### src/rtl/puf_resp_reader_pkg.sv
// Shared definitions for the ring-oscillator PUF response reader and its integration top.
package puf_resp_reader_pkg;

  // Controller state encoding, fixed so the integration top can decode it.
  typedef enum logic [2:0] {
    StIdle = 3'd0,
    StMeas = 3'd1,
    StGap  = 3'd2,
    StCmp  = 3'd3,
    StOut  = 3'd4
  } puf_state_e;

  // Which evaluation of the current pair is being measured.
  typedef enum logic {
    PhaseA = 1'b0,
    PhaseB = 1'b1
  } puf_phase_e;

  // Default count field width and the resulting metric width {count_set, count}.
  localparam int unsigned PufCntBitSize = 5;
  localparam int unsigned PufMetricW    = 2 * PufCntBitSize;

  // Metric width for an arbitrary count field width.
  function automatic int unsigned puf_metric_w(input int unsigned cnt_bits);
    return 2 * cnt_bits;
  endfunction

endpackage

### src/rtl/puf_resp_reader_valid_sync.sv
// Two-flop synchronizer with a rising-edge detector for signals from the oscillator domain.
module puf_valid_sync (
  input  logic clk,
  input  logic rst_n,
  input  logic async_i,
  input  logic clr_i,
  output logic rise_o
);

  logic meta_q, sync_q, prev_q;

  // Two-stage synchronizer; never cleared so a clear cannot fabricate an edge.
  always_ff @(posedge clk or negedge rst_n) begin
    if (!rst_n) begin
      meta_q <= 1'b0;
      sync_q <= 1'b0;
    end else begin
      meta_q <= async_i;
      sync_q <= meta_q;
    end
  end

  // Edge history; preset high while cleared so a level already present at entry is not an edge.
  always_ff @(posedge clk or negedge rst_n) begin
    if (!rst_n) begin
      prev_q <= 1'b0;
    end else if (clr_i) begin
      prev_q <= 1'b1;
    end else begin
      prev_q <= sync_q;
    end
  end

  assign rise_o = sync_q & ~prev_q & ~clr_i;

endmodule

### src/rtl/puf_resp_reader.sv
// PUF controller: runs pairs of evaluations, compares them and packs the bits into a word.
module puf_resp_reader
  import puf_resp_reader_pkg::*;
#(
  parameter int unsigned CNT_BIT_SIZE = 5,
  parameter int unsigned RESP_BITS    = 8,
  parameter int unsigned GAP_CYC      = 2,
  parameter int unsigned TIMEOUT_CYC  = 1024
) (
  input  logic                    clk,
  input  logic                    rst_n,
  input  logic                    i_start,
  input  logic                    i_puf_valid,
  input  logic [CNT_BIT_SIZE-1:0] i_puf_count,
  input  logic [CNT_BIT_SIZE-1:0] i_puf_count_set,
  input  logic                    i_resp_ready,
  output logic                    o_puf_en,
  output logic                    o_busy,
  output logic                    o_resp_valid,
  output logic [RESP_BITS-1:0]    o_resp,
  output logic                    o_timeout
);

  localparam int unsigned MetricW = puf_metric_w(CNT_BIT_SIZE);
  localparam int unsigned ToW     = $clog2(TIMEOUT_CYC);
  localparam int unsigned GapW    = $clog2(GAP_CYC + 1);
  localparam int unsigned IdxW    = (RESP_BITS > 1) ? $clog2(RESP_BITS) : 1;

  localparam logic [ToW-1:0]  ToLast  = ToW'(TIMEOUT_CYC - 1);
  localparam logic [GapW-1:0] GapLast = GapW'(GAP_CYC - 1);
  localparam logic [IdxW-1:0] IdxLast = IdxW'(RESP_BITS - 1);

  puf_state_e           state_q, state_d;
  puf_phase_e           phase_q, phase_d;
  logic [IdxW-1:0]      idx_q, idx_d;
  logic [ToW-1:0]       to_cnt_q, to_cnt_d;
  logic [GapW-1:0]      gap_cnt_q, gap_cnt_d;
  logic [MetricW-1:0]   a_q, a_d, b_q, b_d;
  logic [RESP_BITS-1:0] resp_q, resp_d;
  logic                 timeout_q, timeout_d;

  logic               valid_rise;
  logic               sync_clr;
  logic [MetricW-1:0] metric;

  // count_set occupies the upper half so it dominates the comparison.
  assign metric = {i_puf_count_set, i_puf_count};

  puf_valid_sync u_valid_sync (
    .clk    (clk),
    .rst_n  (rst_n),
    .async_i(i_puf_valid),
    .clr_i  (sync_clr),
    .rise_o (valid_rise)
  );

  // FSM state register.
  always_ff @(posedge clk or negedge rst_n) begin
    if (!rst_n) begin
      state_q <= StIdle;
    end else begin
      state_q <= state_d;
    end
  end

  // FSM next-state logic.
  always_comb begin
    state_d = state_q;
    unique case (state_q)
      StIdle: if (i_start) state_d = StMeas;
      StMeas: begin
        if (valid_rise) begin
          state_d = (phase_q == PhaseA) ? StGap : StCmp;
        end else if (to_cnt_q == ToLast) begin
          state_d = StIdle;
        end
      end
      StGap:  if (gap_cnt_q == GapLast) state_d = StMeas;
      StCmp:  state_d = (idx_q == IdxLast) ? StOut : StGap;
      StOut:  if (i_resp_ready) state_d = StIdle;
      default: state_d = StIdle;
    endcase
  end

  // FSM outputs, decoded from the current state only.
  always_comb begin
    o_puf_en     = (state_q == StMeas);
    o_busy       = (state_q != StIdle);
    o_resp_valid = (state_q == StOut);
    sync_clr     = (state_q != StMeas);
  end

  // Datapath next-state: counters, captured metrics and the response word.
  always_comb begin
    phase_d   = phase_q;
    idx_d     = idx_q;
    to_cnt_d  = to_cnt_q;
    gap_cnt_d = gap_cnt_q;
    a_d       = a_q;
    b_d       = b_q;
    resp_d    = resp_q;
    timeout_d = timeout_q;
    unique case (state_q)
      StIdle: begin
        if (i_start) begin
          idx_d     = '0;
          phase_d   = PhaseA;
          resp_d    = '0;
          timeout_d = 1'b0;
          to_cnt_d  = '0;
        end
      end
      StMeas: begin
        to_cnt_d = to_cnt_q + 1'b1;
        if (valid_rise) begin
          if (phase_q == PhaseA) begin
            a_d       = metric;
            phase_d   = PhaseB;
            gap_cnt_d = '0;
          end else begin
            b_d = metric;
          end
        end else if (to_cnt_q == ToLast) begin
          timeout_d = 1'b1;
        end
      end
      StGap: begin
        gap_cnt_d = gap_cnt_q + 1'b1;
        if (gap_cnt_q == GapLast) to_cnt_d = '0;
      end
      StCmp: begin
        // Ties resolve to 0.
        resp_d[idx_q] = (a_q > b_q);
        if (idx_q != IdxLast) begin
          idx_d     = idx_q + 1'b1;
          phase_d   = PhaseA;
          gap_cnt_d = '0;
        end
      end
      default: ;
    endcase
  end

  // Datapath registers.
  always_ff @(posedge clk or negedge rst_n) begin
    if (!rst_n) begin
      phase_q   <= PhaseA;
      idx_q     <= '0;
      to_cnt_q  <= '0;
      gap_cnt_q <= '0;
      a_q       <= '0;
      b_q       <= '0;
      resp_q    <= '0;
      timeout_q <= 1'b0;
    end else begin
      phase_q   <= phase_d;
      idx_q     <= idx_d;
      to_cnt_q  <= to_cnt_d;
      gap_cnt_q <= gap_cnt_d;
      a_q       <= a_d;
      b_q       <= b_d;
      resp_q    <= resp_d;
      timeout_q <= timeout_d;
    end
  end

  assign o_resp    = resp_q;
  assign o_timeout = timeout_q;

endmodule
### config.mk
export PLATFORM = sky130hd
export DESIGN_NAME = puf_resp_reader
export DESIGN_NICKNAME = d
export VERILOG_FILES = /design/src/rtl/puf_resp_reader_pkg.sv /design/src/rtl/puf_resp_reader_valid_sync.sv /design/src/rtl/puf_resp_reader.sv
export SDC_FILE = /design/constraint.sdc
export NUM_CORES = 1
export LEC_CHECK = 0
export CORE_UTILIZATION = 50
export CTS_CLUSTER_SIZE = 16
export DETAILED_ROUTE_END_ITERATION = 7
export GPL_ROUTABILITY_DRIVEN = 0
export PLACE_DENSITY = 0.72
export RECOVER_POWER = 50
export SLEW_MARGIN = 20
export SYNTH_ARGS = -nofsm -noshare
export SYNTH_HDL_FRONTEND = slang
export SYNTH_SLANG_ARGS = --single-unit
### constraint.sdc
create_clock -name clk -period 2.4 [get_ports clk]
set_input_delay 0.36 -clock clk [delete_from_list [all_inputs] [get_ports clk]]
set_output_delay 0.36 -clock clk [all_outputs]
set_load 0.05 [all_outputs]
# Word level (Yosys, flattened, before mapping)
# Cells that the tools add are included.
[totals] register_bits=51 inputBits=15 out_inout_bits=12
[op_classes] add_sub_neg=3 magnitude_cmp=3 n_eq_ne=18 n_mux=31 n_bitwise=5 n_reduce_logical=17
[ops] cell="10-bit case mux with 3 select lines" n=1
[ops] cell="3-bit 2-to-1 mux" n=8
[ops] cell="10-bit 2-to-1 mux" n=2
[ops] cell="8-bit case mux with 2 select lines" n=1
[ops] cell="4-bit AND reduction" n=4
[ops] cell="3-bit case mux with 5 select lines" n=1
[ops] cell="2-bit inequality test (second input constant)" n=6
[ops] cell="3-bit AND reduction" n=4
[ops] cell="3-bit nonzero test" n=4
[ops] cell="10-bit by 1-bit adder with 10-bit output (second input constant)" n=1
[ops] cell="10-bit == test (second input constant)" n=1
[ops] cell="10-bit greater-than comparator" n=1
[ops] cell="8-bit bitwise mux" n=1
[ops] cell="1-bit 2-to-1 mux" n=8
[ops] cell="8-bit 2-to-1 mux" n=1
[ops] cell="3-bit by 2-bit == test with 1-bit output (second input constant)" n=2
[ops] cell="3-bit == test (second input constant)" n=2
[ops] cell="2-bit 2-to-1 mux" n=3
[ops] cell="3-bit by 1-bit inequality test with 1-bit output (second input constant)" n=2
[ops] cell="2-bit case mux with 3 select lines" n=1
[ops] cell="3-bit case mux with 2 select lines" n=1
[ops] cell="3-bit by 4-bit less-than comparator with 1-bit output (second input constant)" n=1
[ops] cell="2-bit by 1-bit inequality test with 1-bit output (second input constant)" n=2
[ops] cell="2-bit nonzero test" n=2
[ops] cell="other kinds (14)" n=17

# Longest topological paths before layout
[logic_depth] ltp_word=6 depth_mapped=7 ltp_nobuf=7

# Modules after synthesis
# Synthesis repeated with hierarchy kept, for this count alone.
[hier_totals] cells_unflattened=246 area_unflattened_um2=2593.7
[modules_own_cells] module="puf_resp_reader" n_inst=1 cells_each=241 area_per_inst_um2=2504.9 seq_area_each_um2=1201.2
[modules_own_cells] module="puf_valid_sync" n_inst=1 cells_each=5 area_per_inst_um2=88.8 seq_area_each_um2=75.1

# Worst setup path after synthesis
# Ideal clock, no wire load.
[synth_timing] path_kind="register -> register" startpoint="register state_q[2]" endpoint="register a_q[1]" setup_time_ns=0.125 arrival_ns=2.124 required_time_ns=2.275 path_slack_ns=0.151 stages_incl_launch_ff=7 n_path_buf=2 synth_period_minus_slack_ns=2.249 path_cell_list="dfrtp_1 -> buf_6 -> nor3b_2 -> nand2_1 -> nor2_1 -> buf_2 -> mux2_2"
[synth_via] word_cells_on_any_way=5 cone_classes="eq/ne: 2; bitwise: 2; reduce/logical: 1"
[synth_rtl] element="start: declaration" line_no="puf_resp_reader.sv:33" text="puf_state_e state_q, state_d;"
[synth_rtl] element="start signal: assignment" line_no="puf_resp_reader.sv:60" text="state_q <= StIdle;"
[synth_rtl] element="start signal: assignment" line_no="puf_resp_reader.sv:62" text="state_q <= state_d;"
[synth_rtl] element="3-bit by 1-bit == test with 1-bit output"
[synth_rtl] element="via o_puf_en" line_no="puf_resp_reader.sv:17" text="output logic o_puf_en,"
[synth_rtl] element="3-bit AND reduction (no line)"
[synth_rtl] element="end signal: assignment" line_no="puf_resp_reader.sv:151" text="a_q <= '0;"
[synth_rtl] element="end signal: assignment" line_no="puf_resp_reader.sv:160" text="a_q <= a_d;"
[synth_rtl] element="end: declaration" line_no="puf_resp_reader.sv:38" text="logic [MetricW-1:0] a_q, a_d, b_q, b_d;"
# The timed path passes the listed nets, and every way through them passes these cells.
# A chain may end at the register's enable or synchronous reset.

# Worst setup path after layout
[layout_timing] startpoint="register state_q[0]" endpoint="output o_busy"
[layout_via] elab_chain_len=1
[layout_rtl] element="3-bit nonzero test" line_no="puf_resp_reader.sv:88" text="o_busy = (state_q != StIdle);"
[layout_rtl] element="end: declaration" line_no="puf_resp_reader.sv:18" text="output logic o_busy,"
# No other way between the ends.

==> results.ini <==
[hold_path]
hold_class=input port to async pin

[pwr]
total_leakage_power_nw=1.398
power.total_mw=3.190
irDropWorstVdd_mv=0.7604
power-per-cell-area_mw_per_mm2=1078

[place]
place_inst=326
port-buffer-count=26
dp_hpwl_microns=3196

[critical_path]
critPathLaunch=state_q[0]
cp-start-kind=flop
r2r_end=b_q[8]
required_ps=2040
end_kind=output pin
arrival_ps=1920
reg2reg_slack_ps=270
criticalPathCategory=flop to output pin
r2r_start=state_q[2]
r2r_cells=4
critPathMaxFanout=15

[timing]
tightestPinTransition_ps=1328
timing.final.crit_share_pct=95.21
fin_skew_ps=12.70
fmax_mhz=437.6
layout_min_cycle_time_ps=2285
finalHoldViolCount=0
drv_slew=0
relSlewSlack_pct=11.46
setup_viol=0
rsz0062_at_grt=no
finalSetupTns_ps=0

[synthesis]
synth_top_family_by_area=simple AND/OR/NAND/NOR gates
synth-seq-cells=51
synth-compound-area-share_pct=9.370
synth-seq-area-share_pct=50.57
synth_cell_types=37
synth.area.mux_share_pct=10.46
yosys.area_share.simple_pct=16.31
synth_ff_type=dfrtp_1
yosys_warnings=0
syn_avg_cell_area_sq_um=10.83
synth-adder-area-share_pct=6.941
synth_cells=233
ys_async_sr_fraction_pct=100.0
syn-cell-area_sq_mm=0.002524
synth-edff-count=0
synth-xor-area-share_pct=2.776
syn_nets=262

[clock_tree]
clock_latency_ps=310
cts_hold_buffers=0
cts_setup_buffers=0
cts_root_buf=clkbuf_8
ctsResizeCount=0
cts_tree=yes
cts.sinks=51
numCtsBuffers=5
clockBufferDepth=2
clkSlewWorstSetupHoldPaths_ps=100
htree_levels=2

[layout]
mostFrequentLayoutCells=dfrtp_1 (51), clkdlybuf4s50_1 (22), nand2_1 (20)
fin_nets=295
syn2layout_area_growth_pct=17.25
instances_no_fill=334
layout_commonest_cell=dfrtp_1
drive_gt1_share_pct=14.23
n_antenna_cell=0

[detailed_routing]
wl_per_cell_microns=13.21
routed-via-count=1778
viasPerCell=5.323
routed_wl_microns=4412
drcViolationCount=0
drtIter0Drc=137
detail-route-antenna-nets=0
firstDrtPassIters=3

[global_routing]
grt_max_degree=27
grt_pass1_vias=1724
gr-total-overflow=0
antenna_found_initial=0
grt_pass1_wl_microns=7741
grt_usage_pct=19.08

[floorplan]
die_y_microns=73.05
die_width_microns=73.05
dieArea_sq_mm=0.005336
rows=25
start_util_pct=52.73
ioPinCount=27
design.core.area_sq_mm=0.004786

[run_status]
status=finished clean

[flow_run]
maxCapViolCount=0

## report_power, final
| part | switching (mW) | total [mW] | internal, mW |
|---|---|---|---|
| clock | 0.290 | 0.499 | 0.209 |
| sequential | 0.218 | 1.35 | 1.13 |
| combinational | 0.731 | 1.34 | 0.609 |
## flip-flops by register name, indices dropped and copies added, names as in the netlist
name / cells
a_q: 10
b_q: 10
to_cnt_q: 10
o_resp: 8
idx_q: 3
state_q: 3
gap_cnt_q: 2
o_timeout: 1
phase_q: 1
u_valid_sync.meta_q: 1
u_valid_sync.prev_q: 1
u_valid_sync.sync_q: 1
## logic make-up after synthesis
logic type      Yosys count
fa+ha+maj                14
xor+xnor                  8
buf+inv                  21
mux                      24
simple gates             79
flops                    51
compound gates           36
## routing by layer
| layer | GRT usage (%) | up-vias | wire length (microns) |
|---|---|---|---|
| li1 | - | 893 | - |
| met1 | 26.19 | 859 | 2242 |
| met5 | 0 | - | 0 |
| met3 | 3.729 | 6 | 102 |
| met4 | 7.190 | 0 | 57 |
| met2 | 29.94 | 20 | 2010 |
## worst max-delay path by stage
stage          slack [ps]           end  depth (start not counted)
6_report              120        o_busy                          2
5_1_grt                30        o_busy                          2
4_1_cts                80  o_resp_valid                          4
3_5_place_dp          190     o_resp[1]                          5
3_3_place_gp          240     o_resp[1]                          5
2_1_floorplan         150        a_q[1]                          6
## Yosys cell counts, types with 2 or more instances
library cell  count  share of area (%)
o22ai_1           2               0.50
a21oi_1           8                1.6
ha_1             14                6.9
nand2b_1          5                1.2
nand4_1           8                2.0
o21a_1            2               0.59
mux2i_1           5                2.0
nand2_1          20                3.0
a22o_1            2               0.69
o21ai_0          13                2.6
dfrtp_1          51                 51
nor2b_1           2               0.50
buf_2             3               0.59
nand4b_1          2               0.69
xor2_1            8                2.8
nand3_1           9                1.8
nand3b_1          3               0.89
nor3_1            5               0.99
inv_1            14                2.1
mux2_2           19                8.5
clkbuf_1          3               0.45
nor2_1           16                2.4
and3_1            5                1.2
## layout make-up
| type | count | area, sq um |
|---|---|---|
| fillers | 413 | 1827 |
| inverters | 14 | 52.55 |
| well taps | 67 | 83.83 |
| clock inverters | 3 | 25.02 |
| flip-flops and latches | 51 | 1276 |
| repair buffers | 33 | 300.3 |
| multi-input cells | 161 | 1152 |
| clock buffers | 5 | 68.82 |
## critical path: stages (launching register included)
cell and delay [ps]:
dfrtp_1 540, or3_1 370, clkdlybuf4s50_1 700
## stage by stage
step           util (%)  setup WS [ps]  hold slack [ps]  instance area, sq um
2_1_floorplan         -          150.8            64.41                  2524
5_1_grt           61.83          32.75            358.4                  2959
3_5_place_dp      60.34          187.0            336.5                  2888
6_report          61.83          115.0            324.5                  2959
3_3_place_gp      60.34          240.3            334.3                  2888
4_1_cts           62.30          76.06            62.70                  2982
Note: power is estimated with default switching activity, not from simulation.
